$ cat config.mk
export PLATFORM = sky130hd
export DESIGN_NAME = gtp_grs_gen
export DESIGN_NICKNAME = d
export VERILOG_FILES = /design/src/rtl/gtp_grs_pkg.sv /design/src/rtl/grs_sync.sv /design/src/rtl/gtp_grs_gen.sv
export SDC_FILE = /design/constraint.sdc
export NUM_CORES = 1
export LEC_CHECK = 0
export CORE_ASPECT_RATIO = 1.5
export CORE_MARGIN = 2
export CORE_UTILIZATION = 42
export DETAILED_ROUTE_END_ITERATION = 8
export PLACE_DENSITY = 0.7
export RECOVER_POWER = 50
export SLEW_MARGIN = 20
export SYNTH_ARGS = -nofsm -noshare
export SYNTH_HDL_FRONTEND = slang
export SYNTH_SLANG_ARGS = --single-unit
$ cat constraint.sdc
create_clock -name clk -period 2.1 [get_ports clk]
set_clock_uncertainty 0.15 [all_clocks]
set_input_delay 0.42 -clock clk [delete_from_list [all_inputs] [get_ports clk]]
set_output_delay 0.42 -clock clk [all_outputs]
set_load 0.02 [all_outputs]
$ cat src/rtl/gtp_grs_pkg.sv
// gtp_grs_pkg: shared FSM state type and default timing constants for the global reset generator
package gtp_grs_pkg;
    typedef enum logic [1:0] {IDLE, FILTER, ASSERT, HOLD} grs_state_t;
    localparam int SYNC_STAGES_DEF   = 2;
    localparam int FILTER_CYCLES_DEF = 4;
    localparam int HOLD_CYCLES_DEF   = 16;
endpackage

$ cat src/rtl/grs_sync.sv
// grs_sync: flop chain that brings an asynchronous active-low request into the clk domain
module grs_sync #(
    parameter int STAGES = 2
) (
    input  logic clk,
    input  logic rst_n,
    input  logic d,
    output logic q
);
    logic [STAGES-1:0] ff;
    // Shift the request through the chain; reset to the inactive (high) level
    always_ff @(posedge clk) begin
        if (!rst_n) ff <= '1;
        else        ff <= {ff[STAGES-2:0], d};
    end
    assign q = ff[STAGES-1];
endmodule

$ cat src/rtl/gtp_grs_gen.sv
// gtp_grs_gen: glitch-filtered, stretched global reset with guaranteed release hold
module gtp_grs_gen
    import gtp_grs_pkg::*;
#(
    parameter int SYNC_STAGES   = SYNC_STAGES_DEF,
    parameter int FILTER_CYCLES = FILTER_CYCLES_DEF,
    parameter int HOLD_CYCLES   = HOLD_CYCLES_DEF,
    parameter int CNT_W         = 8
) (
    input  logic             clk,
    input  logic             rst_n,
    input  logic             GRS_N,
    input  logic             clr_cnt,
    output logic             grs_n,
    output logic             grs_active,
    output logic             grs_release,
    output logic [CNT_W-1:0] grs_event_cnt
);
    localparam int FW = $clog2(FILTER_CYCLES + 1);
    localparam int HW = $clog2(HOLD_CYCLES + 1);
    localparam logic [FW-1:0] F_LAST = FW'(FILTER_CYCLES - 1);
    localparam logic [HW-1:0] H_LAST = HW'(HOLD_CYCLES - 1);

    logic             s;
    grs_state_t       state, nxt;
    logic [FW-1:0]    fcnt, fcnt_n;
    logic [HW-1:0]    hcnt, hcnt_n;
    logic             inc, rel;
    logic [CNT_W-1:0] cnt_n;

    grs_sync #(.STAGES(SYNC_STAGES)) u_sync (
        .clk   (clk),
        .rst_n (rst_n),
        .d     (GRS_N),
        .q     (s)
    );

    // Next-state decode: filter low runs, then hold reset until s stays high long enough
    always_comb begin
        nxt    = state;
        fcnt_n = fcnt;
        hcnt_n = hcnt;
        inc    = 1'b0;
        rel    = 1'b0;
        case (state)
            IDLE: begin
                if (!s) begin
                    if (FILTER_CYCLES == 1) begin
                        nxt = ASSERT;
                        inc = 1'b1;
                    end else begin
                        nxt    = FILTER;
                        fcnt_n = FW'(1);
                    end
                end
            end
            FILTER: begin
                if (s) nxt = IDLE;
                else if (fcnt == F_LAST) begin
                    nxt = ASSERT;
                    inc = 1'b1;
                end else fcnt_n = fcnt + 1'b1;
            end
            ASSERT: begin
                if (s) begin
                    nxt    = HOLD;
                    hcnt_n = HW'(1);
                end
            end
            HOLD: begin
                if (!s) nxt = ASSERT;
                else if (HOLD_CYCLES == 1 || hcnt == H_LAST) begin
                    nxt = IDLE;
                    rel = 1'b1;
                end else hcnt_n = hcnt + 1'b1;
            end
        endcase
    end

    // Clear wins over the old value but still admits a coincident accepted event
    always_comb begin
        cnt_n = clr_cnt ? CNT_W'(inc) : (inc && grs_event_cnt != '1) ? grs_event_cnt + 1'b1 : grs_event_cnt;
    end

    // Register state and drive outputs from the next state
    always_ff @(posedge clk) begin
        if (!rst_n) begin
            state         <= HOLD;
            fcnt          <= '0;
            hcnt          <= '0;
            grs_n         <= 1'b0;
            grs_active    <= 1'b1;
            grs_release   <= 1'b0;
            grs_event_cnt <= '0;
        end else begin
            state         <= nxt;
            fcnt          <= fcnt_n;
            hcnt          <= hcnt_n;
            grs_n         <= (nxt == IDLE) || (nxt == FILTER);
            grs_active    <= (nxt == ASSERT) || (nxt == HOLD);
            grs_release   <= rel;
            grs_event_cnt <= cnt_n;
        end
    end
endmodule

# Word-level counts from Yosys, hierarchy flattened

Index checks and enable logic that the tools add are counted.
Widths: inputs -> output; s select.

Register bits: 23
Input port bits: 4
Output and inout port bits: 11
Logic and storage cells: 61

$add $sub $neg: 3
Equality and inequality tests: 15
Muxes and demuxes: 21
Bitwise operators: 1
Reduce and logical (&&, ||, !) cells: 12

Operators with widths:

| cell                | count |
|---|---|
| $mux 5              | 3 |
| $mux 2              | 6 |
| $pmux 5 s2          | 1 |
| $mux 3              | 3 |
| $add 8x1->8 const B | 1 |
| $eq 2x2->1 const B  | 4 |
| $ne 2x2->1 const B  | 4 |
| $ne 8x8->1 const B  | 1 |
| $pmux 2 s4          | 1 |
| $reduce_and 4->1    | 2 |
| $mux 1              | 6 |
| $pmux 3 s2          | 1 |
| $reduce_bool 2->1   | 3 |
| $add 5x1->5 const B | 1 |
| $eq 5x4->1 const B  | 1 |
| $eq 2x1->1 const B  | 2 |
| $logic_not 2->1     | 2 |
| $ne 2x1->1 const B  | 2 |
| $add 3x1->3 const B | 1 |
| $eq 3x2->1 const B  | 1 |
| $reduce_and 3->1    | 1 |
| $logic_or 1x1->1    | 2 |
| $reduce_or 2->1     | 1 |
| $logic_and 1x1->1   | 1 |
| $not 1->1           | 1 |

# Longest topological paths before layout

Depth after elaboration: 7
Gate-level depth with buffers: 7
Gate-level depth less buffers: 7

# Cells and area by module

A second synthesis with hierarchy kept.

Cells, all modules: 109
Area total of the unflattened synthesis: 1008.5 µm²

By module, submodules not included:

| module      | instances | cells each | area each (µm²) | seq. area each (µm²) |
|---|---|---|---|---|
| gtp_grs_gen | 1         | 105        | 955.9           | 400.4 |
| grs_sync    | 1         | 4          | 52.6            | 40.0 |

# Least setup slack after synthesis

OpenSTA, ideal clock, no wires.

Path type: flip-flop to flip-flop
From: reg hcnt[0]
To: reg hcnt[3]
Setup time: 0.070 ns
Data arrival time: 1.754 ns
Required time: 1.880 ns
Slack: 0.126 ns
Stages on the path, launching flop included: 8
Path buffers: 0
Clock period less this slack: 1.974 ns
Cells stage by stage: dfxtp_1 ha_1 and3_1 ha_1 nand2_1 nand3_1 or4_1 a21boi_1

Longest elaborated chain between the ends: 4
Elaborated cells between the ends (all ways): 7
Classes of those cells: 1 x add/sub; 2 x eq/ne; 3 x mux; 1 x reduce/logical

RTL lines:

| what                   | line              | source |
|---|---|---|
| from (decl)            | gtp_grs_gen.sv:27 | `logic [HW-1:0] hcnt, hcnt_n;` |
| from (signal assigned) | gtp_grs_gen.sv:98 | `hcnt <= hcnt_n;` |
| $add 5x1->5            | gtp_grs_gen.sv:75 | `end else hcnt_n = hcnt + 1'b1;` |
| $mux 5                 | gtp_grs_gen.sv:72 | `else if (HOLD_CYCLES == 1 \|\| hcnt == H_LAST) begin` |
| $mux 5                 | gtp_grs_gen.sv:71 | `if (!s) nxt = ASSERT;` |
| $pmux 5 s2             | gtp_grs_gen.sv:45 | `case (state)` |

Several ways; a longest one is shown, not always the timed one. The select of a mux whose other input is x is not followed.
A chain may end at the register's enable or synchronous reset.

# Worst setup path in the final report

Same ends and word-level chain as after synthesis.

==> metrics.md <==
| Metric | Value |
|---|---|
| Dpl hpwl | `1519 um` |
| Port Buffers | `14` |
| Worst setup path category | `reg -> reg` |
| Ant diodes | `0` |
| Final min period | `1.987 ns` |
| Worst path cell trace | `ha_1 -> and3_1 -> ha_2 -> nand2_2 -> nand3_2 -> or4_1 -> a21boi_1` |
| RSZ-0062 raised after global routing | `false` |
| # IOs | `15` |
| GRT Overall Usage | `0.1647` |
| Sw Ratio | `0.2147` |
| Wirelength, routed | `2062 um` |
| Top_reg_cell synth | `dfxtp_1` |
| Non-Filler Instances | `154` |
| Worst rel slew slack | `0.6552` |
| TritonCTS clock tree | `done` |
| Worst setup EP type | `register` |
| Die Span X | `44.68 um` |
| Slew Viols, Final | `0` |
| Status | `completed` |
| Reg clk slew, reported paths | `0.11 ns` |
| Fraction of layout cells with a size suffix above 1 | `0.08462` |
| NetSw | `0.1394 mW` |
| Synth warnings | `0` |
| Seq pwr share | `0.666` |
| Max IR drop VDD | `0.3542 mV` |
| Core Region | `0.002395 mm^2` |
| Worst path max stage delay | `0.51 ns` |
| H-Tree Level Count | `1` |
| Synthesized net count | `125` |
| Least-Margin Pin Slew | `0.5173 ns` |
| Antenna violation net count after detailed routing | `0` |
| Setup slack, reg-to-reg | `0.11 ns` |
| Crit path DAT | `2.07 ns` |
| Hold slack | `0.2707 ns` |
| CTS root buf | `clkbuf_4` |
| Synth area leaders | `dfxtp_1 (42%), ha_1 (6.0%), nand3_1 (4.3%)` |
| Initial core utilization | `0.4352` |
| Final Hold Viols | `0` |
| CTS Hold Bufs | `0` |
| Cell taking the most area after synthesis | `dfxtp_1` |
| HP Class | `reg -> reg` |
| Final setup violation count | `0` |
| Worst Setup SP | `hcnt[0]` |
| Initial DRC count | `20` |
| Final core occ | `0.5146` |
| CP Max Fanout | `4` |
| Fmax | `503.4 MHz` |
| Total die area | `0.002904 mm^2` |
| Area of the mapped netlist | `0.001042 mm^2` |
| Row cnt | `22` |
| Via count | `873` |
| Final Cell Area | `0.001232 mm^2` |
| 1st-pass router iterations | `4` |
| Initial antenna violation count | `0` |
| P_leak | `0.4870 nW` |
| Async SR Flop Fraction | `0` |
| CP startpoint kind | `register` |
| Pre-CTS setup slack | `0.07066 ns` |
| FF+latch count, synth | `22` |
| MaxCap Viol Count | `0` |
| FF-to-FF End | `hcnt[3]` |
| Reg-to-Reg Start | `hcnt[0]` |
| Nets | `141` |
| Number of global-route vias before repair | `885` |
| Power share of the clock group | `0.280` |
| Post-synth cell types | `35` |
| Slowest cell on crit path | `or4_1` |
| Final RePlAce weighted congestion | `0.8943` |
| Clock Path Buffers | `2` |
| Total power | `0.6493 mW` |
| WHS Path Cells | `1` |
| Combinational power share | `0.054` |
| Post-synthesis sequential area ratio | `0.4226` |
| Vias per Instance | `5.669` |
| EDFF count, synth | `0` |
| Area Overhead vs Synth | `18.25%` |
| Int Pwr | `0.5099 mW` |
| Chip Height | `65.01 um` |
| GR Overflow Total | `0` |
| Total CTS buffers | `3` |
| Final worst slack | `0.1134 ns` |
| DR WL/cell | `13.39 um` |
| Gate Count Post-Synth | `116` |
| Setup tns final | `0 ns` |
| Critical Path RT | `2.18 ns` |
| Fill count | `236` |
| Syn_area_per_cell | `8.985 um^2` |
| Clock sink total | `22` |
| Worst R2R Path Depth | `7` |
| Share of the synthesized area in the top cell type | `0.4226` |
| DRC | `0` |
| Setup Fix Bufs, Post-CTS | `0` |
| Global-route wire length before repair | `3691 um` |
| Area post-placement | `0.001196 mm^2` |
| PwrDens | `526.9 mW/mm^2` |
| Largest net degree at the start of global routing | `15` |
| Clk_lat worst skew | `0.30 ns` |
| Period utilization | `0.9460` |
| Hold endpoint | `u_sync.ff[1]` |
| Hold Path Origin | `u_sync.ff[0]` |
| Placed cells | `151` |
final cells by class:
| cell class | count | area [um^2] | area share |
|---|---|---|---|
| Clock buffer | 3 | 22.52 | 0.01827 |
| Inverter | 6 | 22.52 | 0.01827 |
| Multi-Input combinational cell | 83 | 556.8 | 0.4518 |
| Sequential cell | 22 | 445.4 | 0.3614 |
| Tap cell | 24 | 30.03 | 0.02437 |
| Timing Repair Buffer | 16 | 155.1 | 0.1259 |
state kept, by name, summed over array words and instances (netlist names):
register,cells
fcnt,3
grs_active,1
grs_event_cnt,8
grs_n,1
grs_release,1
hcnt,5
state,1
u_sync.ff,2
kinds of logic after synthesis:
| family | after synthesis | synth area share |
|---|---|---|
| flip-flops | 22 | 0.4226 |
| AO/OA/AOI/OAI | 25 | 0.1705 |
| buffers and inverters | 11 | 0.05161 |
| AND/OR/NAND/NOR | 50 | 0.2665 |
| adder cells (fa/ha/maj) | 5 | 0.06002 |
| multiplexers | 3 | 0.02881 |
per-layer routing:
| metal | GRT usage | vias up | wire (um) |
|---|---|---|---|
| li1 | - | 449 | - |
| met1 | 0.1887 | 400 | 887 |
| met2 | 0.2862 | 20 | 1089 |
| met3 | 0.02786 | 4 | 61 |
| met4 | 0.07197 | 0 | 24 |
| met5 | 0 | - | 0 |
cell usage in the layout, fill, tap and decap left out, types with 4 or more instances in the layout:
cell type / count
nor2_1: 5
ha_1: 4
inv_1: 6
dfxtp_1: 20
nand2_1: 10
clkdlybuf4s50_1: 11
nor2b_1: 4
nand4_1: 4
o21ai_0: 4
nand3_1: 8
nand2b_1: 5
a21oi_1: 5
cells in the mapped netlist (all sizes together), types with 2 or more instances:
| cell | n |
|---|---|
| buf | 4 |
| nor3 | 2 |
| mux2i | 3 |
| and3 | 3 |
| a21oi | 5 |
| ha | 5 |
| a22oi | 2 |
| o21ai | 4 |
| a21boi | 5 |
| or3 | 2 |
| a311oi | 2 |
| dfxtp | 22 |
| nand3 | 9 |
| nand2 | 11 |
| nand4 | 4 |
| nor2b | 4 |
| nor2 | 5 |
| nand2b | 5 |
| inv | 6 |
| a211o | 2 |
how the worst max path moves through the flow:
stage / to / slack [ns] / cells past startpoint
floorplan: hcnt[3] / 0.13 / 7
global placement: hcnt[4] / 0.16 / 8
detailed placement: hcnt[4] / 0.07 / 8
CTS: grs_active / 0.04 / 1
global route: hcnt[3] / 0.006 / 7
finish: hcnt[3] / 0.11 / 7
what timing repair did:
action | CTS | global route
endpoints found under the hold margin | 0 | 0
gates resized for setup | 0 | 9
endpoints found under the setup margin | 0 | 4
power by group through the flow:
stage | sequential [mW] | clock [mW] | combinational (mW)
global route | 0.435 | 0.213 | 0.0404
floorplan | 0.439 | 0 | 0.0234
finish | 0.433 | 0.182 | 0.0348
detailed placement | 0.442 | 0 | 0.0354
CTS | 0.432 | 0.192 | 0.0356
global placement | 0.441 | 0 | 0.0336
worst max-delay path: cells and delay by family (launching register included):
family                     cells  cell delay, ns
AOI/OAI and AO/OA              1            0.14
and+or+nand+nor                4            0.87
adders and majority gates      2            0.41
DFF                            1            0.37
Note: power is estimated with default switching activity, not from simulation.
